## src/rtl/pixel_dispatcher_pkg.sv

```systemverilog
// Shared types and constants for the pixel dispatcher and its round-robin arbiter.
package pixel_dispatch_pkg;

  typedef enum logic [1:0] {
    IDLE,
    DISPATCH,
    DRAIN,
    DONE
  } dispatch_state_e;

  localparam int unsigned DEFAULT_SCREEN_WIDTH  = 640;
  localparam int unsigned DEFAULT_SCREEN_HEIGHT = 480;
  localparam int unsigned PIXELS_PER_FRAME      = DEFAULT_SCREEN_WIDTH * DEFAULT_SCREEN_HEIGHT;

  function automatic int unsigned pixels_per_frame(input int unsigned w, input int unsigned h);
    return w * h;
  endfunction

endpackage

```

## src/rtl/rr_arbiter.sv

```systemverilog
// Combinational round-robin arbiter: grants the first requester at or after ptr, wrapping modulo N.
module rr_arbiter #(
  parameter  int unsigned N     = 4,
  localparam int unsigned PTR_W = (N > 1) ? $clog2(N) : 1
) (
  input  logic [N-1:0]     req,
  input  logic [PTR_W-1:0] ptr,
  output logic [N-1:0]     gnt,
  output logic             valid
);

  logic [PTR_W-1:0] idx;

  always_comb begin
    gnt   = '0;
    valid = 1'b0;
    idx   = '0;
    for (int unsigned k = 0; k < N; k++) begin
      idx = PTR_W'((32'(ptr) + k) % N);
      if (!valid && req[idx]) begin
        gnt[idx] = 1'b1;
        valid    = 1'b1;
      end
    end
  end

endmodule

```

## src/rtl/pixel_dispatcher.sv

```systemverilog
// Hands out raster-scan pixel coordinates to a pool of compute engines, one pixel per engine start,
// with a frame-level start/busy/done handshake, pause, and selectable vertical scan direction.
module pixel_dispatcher
  import pixel_dispatch_pkg::*;
#(
  parameter int unsigned COORD_WIDTH   = 11,
  parameter int unsigned SCREEN_WIDTH  = 640,
  parameter int unsigned SCREEN_HEIGHT = 480,
  parameter int unsigned NUM_ENGINES   = 4,
  parameter int unsigned Y_DOWN        = 1
) (
  input  logic                   clk,
  input  logic                   reset,
  input  logic                   frame_start,
  input  logic                   pause,
  input  logic [NUM_ENGINES-1:0] engine_ready,
  output logic [NUM_ENGINES-1:0] engine_start,
  output logic [COORD_WIDTH-1:0] xcoord [NUM_ENGINES],
  output logic [COORD_WIDTH-1:0] ycoord [NUM_ENGINES],
  output logic                   busy,
  output logic                   frame_done,
  output logic [31:0]            pixels_issued
);

  localparam int unsigned PTR_W = (NUM_ENGINES > 1) ? $clog2(NUM_ENGINES) : 1;
  localparam logic [COORD_WIDTH-1:0] X_LAST  = COORD_WIDTH'(SCREEN_WIDTH - 1);
  localparam logic [COORD_WIDTH-1:0] Y_FIRST = COORD_WIDTH'((Y_DOWN != 0) ? SCREEN_HEIGHT - 1 : 0);
  localparam logic [COORD_WIDTH-1:0] Y_LAST  = COORD_WIDTH'((Y_DOWN != 0) ? 0 : SCREEN_HEIGHT - 1);

  // Parameter sanity checks at elaboration
  if (NUM_ENGINES < 1 || NUM_ENGINES > 16) begin : g_bad_engines
    $error("pixel_dispatcher: NUM_ENGINES must be 1..16");
  end
  if (64'(SCREEN_WIDTH) > (64'd1 << COORD_WIDTH) || SCREEN_WIDTH < 1) begin : g_bad_width
    $error("pixel_dispatcher: SCREEN_WIDTH does not fit COORD_WIDTH");
  end
  if (64'(SCREEN_HEIGHT) > (64'd1 << COORD_WIDTH) || SCREEN_HEIGHT < 1) begin : g_bad_height
    $error("pixel_dispatcher: SCREEN_HEIGHT does not fit COORD_WIDTH");
  end
  if (Y_DOWN > 1) begin : g_bad_ydown
    $error("pixel_dispatcher: Y_DOWN must be 0 or 1");
  end

  dispatch_state_e          state_q, state_d;
  logic [COORD_WIDTH-1:0]   x_q, y_q;
  logic [PTR_W-1:0]         rr_ptr_q;
  logic [PTR_W-1:0]         gnt_idx;
  logic [PTR_W-1:0]         next_ptr;
  logic [NUM_ENGINES-1:0]   engine_start_q;
  logic [NUM_ENGINES-1:0]   arb_req;
  logic [NUM_ENGINES-1:0]   arb_gnt;
  logic                     arb_valid;
  logic                     last_pixel;
  logic [COORD_WIDTH-1:0]   xcoord_q [NUM_ENGINES];
  logic [COORD_WIDTH-1:0]   ycoord_q [NUM_ENGINES];
  logic                     busy_q;
  logic                     frame_done_q;
  logic [31:0]              pixels_q;

  // An engine granted last cycle may still show ready; mask it so it is not granted twice
  assign arb_req = (state_q == DISPATCH && !pause) ? (engine_ready & ~engine_start_q) : '0;

  rr_arbiter #(.N(NUM_ENGINES)) u_arb (
    .req   (arb_req),
    .ptr   (rr_ptr_q),
    .gnt   (arb_gnt),
    .valid (arb_valid)
  );

  assign last_pixel = (x_q == X_LAST) && (y_q == Y_LAST);

  always_comb begin
    gnt_idx = '0;
    for (int unsigned i = 0; i < NUM_ENGINES; i++) begin
      if (arb_gnt[i]) gnt_idx = PTR_W'(i);
    end
  end

  assign next_ptr = (gnt_idx == PTR_W'(NUM_ENGINES - 1)) ? '0 : gnt_idx + PTR_W'(1);

  always_ff @(posedge clk or negedge reset) begin
    if (!reset) state_q <= IDLE;
    else        state_q <= state_d;
  end

  always_comb begin
    state_d = state_q;
    unique case (state_q)
      IDLE:     if (frame_start) state_d = DISPATCH;
      DISPATCH: if (arb_valid && last_pixel) state_d = DRAIN;
      DRAIN:    if ((&engine_ready) && (engine_start_q == '0)) state_d = DONE;
      DONE:     state_d = IDLE;
    endcase
  end

  // Scan counters, round-robin pointer, per-engine coordinates and registered outputs
  always_ff @(posedge clk or negedge reset) begin
    if (!reset) begin
      engine_start_q <= '0;
      x_q            <= '0;
      y_q            <= Y_FIRST;
      rr_ptr_q       <= '0;
      pixels_q       <= '0;
      busy_q         <= 1'b0;
      frame_done_q   <= 1'b0;
      for (int unsigned i = 0; i < NUM_ENGINES; i++) begin
        xcoord_q[i] <= '0;
        ycoord_q[i] <= '0;
      end
    end else begin
      engine_start_q <= arb_gnt;
      busy_q         <= (state_d != IDLE);
      frame_done_q   <= (state_d == DONE);
      if (state_q == IDLE && frame_start) begin
        x_q      <= '0;
        y_q      <= Y_FIRST;
        pixels_q <= '0;
      end else if (arb_valid) begin
        for (int unsigned i = 0; i < NUM_ENGINES; i++) begin
          if (arb_gnt[i]) begin
            xcoord_q[i] <= x_q;
            ycoord_q[i] <= y_q;
          end
        end
        rr_ptr_q <= next_ptr;
        pixels_q <= pixels_q + 32'd1;
        if (x_q == X_LAST) begin
          x_q <= '0;
          y_q <= (Y_DOWN != 0) ? y_q - COORD_WIDTH'(1) : y_q + COORD_WIDTH'(1);
        end else begin
          x_q <= x_q + COORD_WIDTH'(1);
        end
      end
    end
  end

  assign engine_start  = engine_start_q;
  assign xcoord        = xcoord_q;
  assign ycoord        = ycoord_q;
  assign busy          = busy_q;
  assign frame_done    = frame_done_q;
  assign pixels_issued = pixels_q;

endmodule
```

## config.mk

```make
export PLATFORM = sky130hd
export DESIGN_NAME = pixel_dispatcher
export DESIGN_NICKNAME = d
export VERILOG_FILES = /design/src/rtl/pixel_dispatcher_pkg.sv /design/src/rtl/rr_arbiter.sv /design/src/rtl/pixel_dispatcher.sv
export SDC_FILE = /design/constraint.sdc
export NUM_CORES = 1
export LEC_CHECK = 0
export ABC_AREA = 1
export BUFFER_PORTS_ARGS = -buffer_cell sky130_fd_sc_hd__buf_4
export CAP_MARGIN = 10
export CORE_MARGIN = 10
export CORE_UTILIZATION = 45
export DETAILED_ROUTE_END_ITERATION = 7
export GPL_TIMING_DRIVEN = 0
export PLACE_DENSITY = 0.78
export SYNTH_ARGS = -nofsm -noshare
export SYNTH_HDL_FRONTEND = slang
export SYNTH_HIERARCHICAL = 1
export SYNTH_SLANG_ARGS = --single-unit
```

## constraint.sdc

```tcl
create_clock -name clk -period 2.3 [get_ports clk]
set_input_delay 0.575 -clock clk [delete_from_list [all_inputs] [get_ports clk]]
set_output_delay 0.575 -clock clk [all_outputs]
set_load 0.02 [all_outputs]
```

==> results of run 1 <==
## metrics by stage
step / power, mW / setup TNS, ps / cells / setup WS [ps] / hold slack (ps)
after CTS: 13.70 / -10610 / 1303 / -236.8 / 110.0
final: 15.82 / -26720 / 1322 / -435.0 / 99.59
after global placement: 8.671 / -66120 / 1237 / -541.3 / 467.1
after detailed placement: 8.809 / -60500 / 1238 / -643.3 / 473.8
after floorplan: 6.893 / -168.9 / 888 / -39.63 / 279.4
after global routing: 16.41 / -44350 / 1322 / -500.5 / 125.6
## sequential cells by signal, indices dropped and copies added, names as in the netlist
name,count
xcoord,44
ycoord,44
pixels_issued,32
x_q,11
y_q,11
engine_start,4
rr_ptr_q,2
state_q,2
busy,1
frame_done,1
## worst paths after layout
check	to	slack, ps
min in group clk	ycoord[26]$_DFFE_PN0P_	490
max reg2reg	xcoord[14]$_DFFE_PN0P_	-430
max	xcoord[14]$_DFFE_PN0P_	-430
min	pixels_issued[30]$_DFFE_PN0P_	100
min reg2reg	ycoord[26]$_DFFE_PN0P_	490
max in group asynchronous	xcoord[7]$_DFFE_PN0P_	1340
## cell usage after synthesis, types with 8 or more instances
| cell type | number |
|---|---|
| nand2_2 | 8 |
| a21oi_1 | 18 |
| dfstp_2 | 8 |
| buf_2 | 14 |
| o21ai_0 | 120 |
| nor2_1 | 92 |
| nand2_1 | 244 |
| nand3_1 | 52 |
| dfrtp_1 | 144 |
| nand4_1 | 18 |
| inv_1 | 81 |
| inv_2 | 8 |
| ha_1 | 10 |
| nor3_1 | 17 |
## timing repair
item | 4_1_cts | 5_1_grt
gates cloned | 9 | 4
pin swaps | 26 | 34
setup endpoints to repair | 145 | 148
gates resized for setup | 196 | 195
hold buffers | 0 | 0
setup buffers | 24 | 16
## report_power, final
part / internal [mW] / switching (mW) / leakage [nW] / total, mW
combinational: 3.65 / 5.20 / 2.85 / 8.85
sequential: 3.38 / 0.640 / 1.99 / 4.02
clock: 1.75 / 1.20 / 0.288 / 2.95
## layout make-up
class                           count  area share [%]
Inverter                           90           3.403
Multi-Input combinational cell    622           35.08
Clock buffer                       20           4.160
Tap cell                          216           2.517
Buffer                             26           2.797
Sequential cell                   152           35.54
Clock inverter                     12           1.538
Timing Repair inverter              1          0.1049
Timing Repair Buffer              183           14.86
## kinds of logic after synthesis
| group | share of synthesized area [%] |
|---|---|
| AND/OR/NAND/NOR | 27.91 |
| flip-flops | 52.71 |
| AO/OA/AOI/OAI | 10.31 |
| buffers and inverters | 6.623 |
| adder cells (fa/ha/maj) | 1.729 |
| XOR/XNOR | 0.7263 |
## per-layer routing
layer / routed length [um] / vias up
li1: - / 3308
met1: 9580 / 3560
met2: 12900 / 423
met3: 2240 / 92
met4: 1003 / 0
met5: 0 / -
==> impl_metrics.yaml, run 1 <==
status:
  outcome: "finished, violations left"
  violations: "setup timing"
detailed_routing:
  finalWirelength_mm: 25.73
  drt_iter0_markers: 657
  vias: 7383
  firstDrtPassIters: 7
  wl_per_cell_um: 19.46
  viasPerCell: 5.585
  drtAntennaViolNets: 0
  drc_errors: 0
clocking:
  cts_sinks: 152
  cts_tree: "built"
  cts_buffer_depth: 2
  clkTransAtPathRegs_ps: 70
  cts_buffers: 17
  clk_latency_ps: 430
  cts_root_buffer: "clkbuf_16"
  htreeDepth: 4
timing:
  hold_viol_final: 0
  finalClockSkew_ps: 11.90
  rsz0062_at_grt: "true"
  layout_setup_ws_ps: -435.0
  fin_crit_ps: 2735
  finalSetupViolCount: 138
  slew_headroom_pct: 61.93
  fin_crit_sh_pct: 118.9
  worstMarginPinSlew_ps: 571.1
  fmax_ghz: 0.3656
  slew_viol_final: 0
grt:
  met2_usage_pct: 34.10
  grt-ovfl-total: 0
  grt.total_usage_pct: 20.36
  antenna_found_initial: 0
  globalRoute.busiestLayer: "met2"
  grt_use_met1_pct: 25.09
  use_met3_pct: 5.098
  grt_pass1_vias: 6909
  grt_max_degree: 104
  grt_pass1_wl_mm: 35.94
finish:
  drive_gt1_share_pct: 41.41
  layout_commonest_cell: "nand2_1"
  layout_common_cells: "nand2_1 (167), buf_4 (157), dfrtp_1 (142)"
  syn_to_final_growth_pct: 48.38
  multi_input_area_um2: 3766
  final_nets: 1111
  final.fill_count: 1113
  layout.area.seq_um2: 3816
  antenna_cells: 0
  utilization_pct: 67.83
  stdcell_area_um2: 10740
critical_path:
  crit_slowest_cell: "dfrtp_2"
  critPathBufInv: 7
  worstSetupPathType: "reg -> reg"
  crit_arrival_ps: 3060
  end_kind: "flip-flop"
  start_kind: "flip-flop"
  r2r_start: "rr_ptr_q[0]$_DFFE_PN0P_"
  cp_top_family: "simple AND/OR/NAND/NOR gates"
  critPathMaxFanout: 10
  critical-path-max-stage-delay_ps: 440
  crit_start: "rr_ptr_q[0]$_DFFE_PN0P_"
  cp.required_ps: 2630
  r2r_cells: 16
  crit_chain: "inv_4, ha_1, inv_2, nand3_1, nand2_4, nand2_4, nor2_4, buf_4, nand3_2, nand2_2, inv_2, nor2_4, buf_12, inv_8, buf_8, o21ai_1"
  crit_cells: 16
flow_run:
  maxCapViolations: 0
synthesis:
  synth_cells: 888
  synth_area_leader_cell: "dfrtp_1"
  yosys_warnings: 6
  synth_seq_cells: 152
  ys.flop_type: "dfrtp_1"
  syn_area_um2: 7236
  yosysTopAreaCellShare_pct: 49.80
  synth-edff-count: 0
  synth_top_cells_by_area: "dfrtp_1 (50%), nand2_1 (13%), o21ai_0 (8.3%)"
  synth.distinct_cells: 35
  async_reset_ff_share_pct: 100.0
  seq_area_frac_synth_pct: 52.71
  avgSynthCellArea_um2: 8.148
  synth_nets: 906
power:
  pwr_density_cell_nw_per_um2: 1473
  p_leak_nw: 5.128
  peakVddDrop_v: 0.0008273
place:
  portBuffers: 133
  dp_hpwl_mm: 14.76
  postPlaceCellArea_um2: 8601
  gp_congestion: 0.9154
min_path:
  min_path_type: "in -> async"
floorplanning:
  dieHeight_um: 146.8
  pin_count: 134
  initial_core_util_pct: 45.72
  std_cell_rows: 46
  die_x_um: 146.8
  die_area_um2: 21550
  core_area_um2: 15830
(Power assumes the default switching activity.)
==> run 2: changes to the inputs <==
--- a/config.mk
+++ b/config.mk
@@ -6,13 +6,13 @@
 export NUM_CORES = 1
 export LEC_CHECK = 0
 export ABC_AREA = 1
-export BUFFER_PORTS_ARGS = -buffer_cell sky130_fd_sc_hd__buf_4
 export CAP_MARGIN = 10
 export CORE_MARGIN = 10
 export CORE_UTILIZATION = 45
 export DETAILED_ROUTE_END_ITERATION = 7
+export DONT_BUFFER_PORTS = 1
 export GPL_TIMING_DRIVEN = 0
-export PLACE_DENSITY = 0.78
+export PLACE_DENSITY = 0.71
 export SYNTH_ARGS = -nofsm -noshare
 export SYNTH_HDL_FRONTEND = slang
 export SYNTH_HIERARCHICAL = 1
==> run 2 against run 1 <==
Compared with the run above:
- the run ends with hold timing, setup timing left
- final area down 16%
- hold slack worse by 260 ps
- die area unchanged
- via count down 15%
- critical endpoint is now xcoord[15]$_DFFE_PN0P_
==> impl_metrics.yaml, run 2 (synthesized netlist as in run 1, its figures left out) <==
status:
  outcome: "finished, violations left"
  violations: "hold timing, setup timing"
timing:
  slew_viol_final: 0
  finalClockSkew_ps: 14.65
  rsz0062_at_grt: "true"
  hold_viol_final: 144
  fin_crit_sh_pct: 114.2
  slew_headroom_pct: 62.65
  fmax_ghz: 0.3809
  finalSetupViolCount: 142
  finalSetupTns_ps: -27710
  timing.hold.ws_ps: -164.4
  layout_setup_ws_ps: -325.7
  worstMarginPinSlew_ps: 560.2
  fin_crit_ps: 2626
grt:
  grt.total_usage_pct: 18.56
  grt-ovfl-total: 0
  grt_pass1_vias: 6055
  grt_max_degree: 153
  antenna_found_initial: 0
  grt_pass1_wl_mm: 32.54
finish:
  layout_commonest_cell: "nand2_1"
  antenna_cells: 0
  drive_gt1_share_pct: 22.44
  stdcell_area_um2: 8987
  final_nets: 963
  syn_to_final_growth_pct: 24.21
  layout_common_cells: "nand2_1 (222), dfrtp_1 (142), nor2_1 (80)"
  utilization_pct: 56.78
critical_path:
  cp.required_ps: 2640
  critPathMaxFanout: 10
  end_kind: "flip-flop"
  crit_arrival_ps: 2970
  worstSetupPathType: "reg -> reg"
  start_kind: "flip-flop"
clocking:
  htreeDepth: 4
  cts_buffer_depth: 2
  cts_tree: "built"
  cts_root_buffer: "clkbuf_16"
  cts_sinks: 152
  clkTransAtPathRegs_ps: 70
  clk_latency_ps: 430
  cts_buffers: 17
floorplanning:
  dieHeight_um: 146.8
  core_area_um2: 15830
  pin_count: 134
  die_x_um: 146.8
  std_cell_rows: 46
  die_area_um2: 21550
  initial_core_util_pct: 45.72
place:
  gp_congestion: 0.8580
  dp_hpwl_mm: 13.99
  place_ws_ps: -651.2
  portBuffers: 0
  postPlaceCellArea_um2: 7571
detailed_routing:
  viasPerCell: 5.324
  vias: 6250
  finalWirelength_mm: 20.50
  drt_iter0_markers: 446
  drtAntennaViolNets: 0
  drc_errors: 0
  firstDrtPassIters: 5
  wl_per_cell_um: 17.46
power:
  pwr_density_cell_nw_per_um2: 1385
  p_leak_nw: 4.161
  peakVddDrop_v: 0.0006691
flow_run:
  maxCapViolations: 0
min_path:
  min_path_type: "in -> async"
[run 2: final cells by class]
| type | count | area, um^2 |
|---|---|---|
| Sequential cell | 152 | 3816 |
| Clock buffer | 17 | 425.4 |
| Fill cell | 1345 | 6840 |
| Multi-Input combinational cell | 620 | 3326 |
| Buffer | 26 | 236.5 |
| Inverter | 90 | 375.4 |
| Timing Repair Buffer | 38 | 364.1 |
| Clock inverter | 15 | 173.9 |
| Tap cell | 216 | 270.3 |
[run 2: critical path, cell delays in order (launching register included)]
cell and delay, ps:
dfrtp_1 390, nor2_2 130, inv_1 60, or2_4 300, nor3_4 240, nand2_2 100
nand3_2 80, o21a_1 160, buf_4 130, buf_4 120, nand3_1 110, nand2_2 90
inv_2 50, nor2_4 150, inv_4 90, buf_4 180, o21ai_1 150
[run 2: path summary, 6_finish.rpt]
| kind | start | endpoint | slack [ps] | cells past startpoint |
|---|---|---|---|---|
| max in group asynchronous | reset | y_q[1]$_DFFE_PN1P_ | 2150 | 0 |
| worst min register to register | y_q[8]$_DFFE_PN1P_ | y_q[8]$_DFFE_PN1P_ | 510 | 2 |
| worst min-delay path | reset | xcoord[32]$_DFFE_PN0P_ | -160 | 0 |
| min in group clk | engine_ready[2] | frame_done$_DFF_PN0_ | 460 | 4 |
| worst max-delay path | state_q[1]$_DFF_PN0_ | xcoord[15]$_DFFE_PN0P_ | -330 | 16 |
| worst max register to register | state_q[1]$_DFF_PN0_ | xcoord[15]$_DFFE_PN0P_ | -330 | 16 |
[run 2: stage by stage]
step           std cells  hold WS [ps]  total power, mW
2_1_floorplan        888         279.4            6.893
3_3_place_gp        1104         284.0            7.909
3_5_place_dp        1104         284.6            7.993
4_1_cts             1158        -179.3            11.54
5_1_grt             1174        -182.7            13.19
6_report            1174        -164.4            12.45
[run 2: what timing repair did]
action | in CTS | in global routing
gates cloned | 1 | 2
pin swaps | 26 | 38
hold endpoints to repair | 148 | 144
buffers inserted | 21 | 15
resized for setup | 73 | 115
endpoints found under the setup margin | 145 | 147
[run 2: power by group]
group / switching (mW) / internal [mW]
clock: 1.31 / 1.47
sequential: 1.26 / 3.37
combinational: 3.00 / 2.05
total: 5.56 / 6.89
[run 2: layer usage]
layer	global-route usage (%)	vias up	share of wire (%)
li1	-	2998	-
met4	5.656	0	1.3
met1	22.16	3024	40
met3	8.477	20	11
met5	0	-	0
met2	29.35	208	48
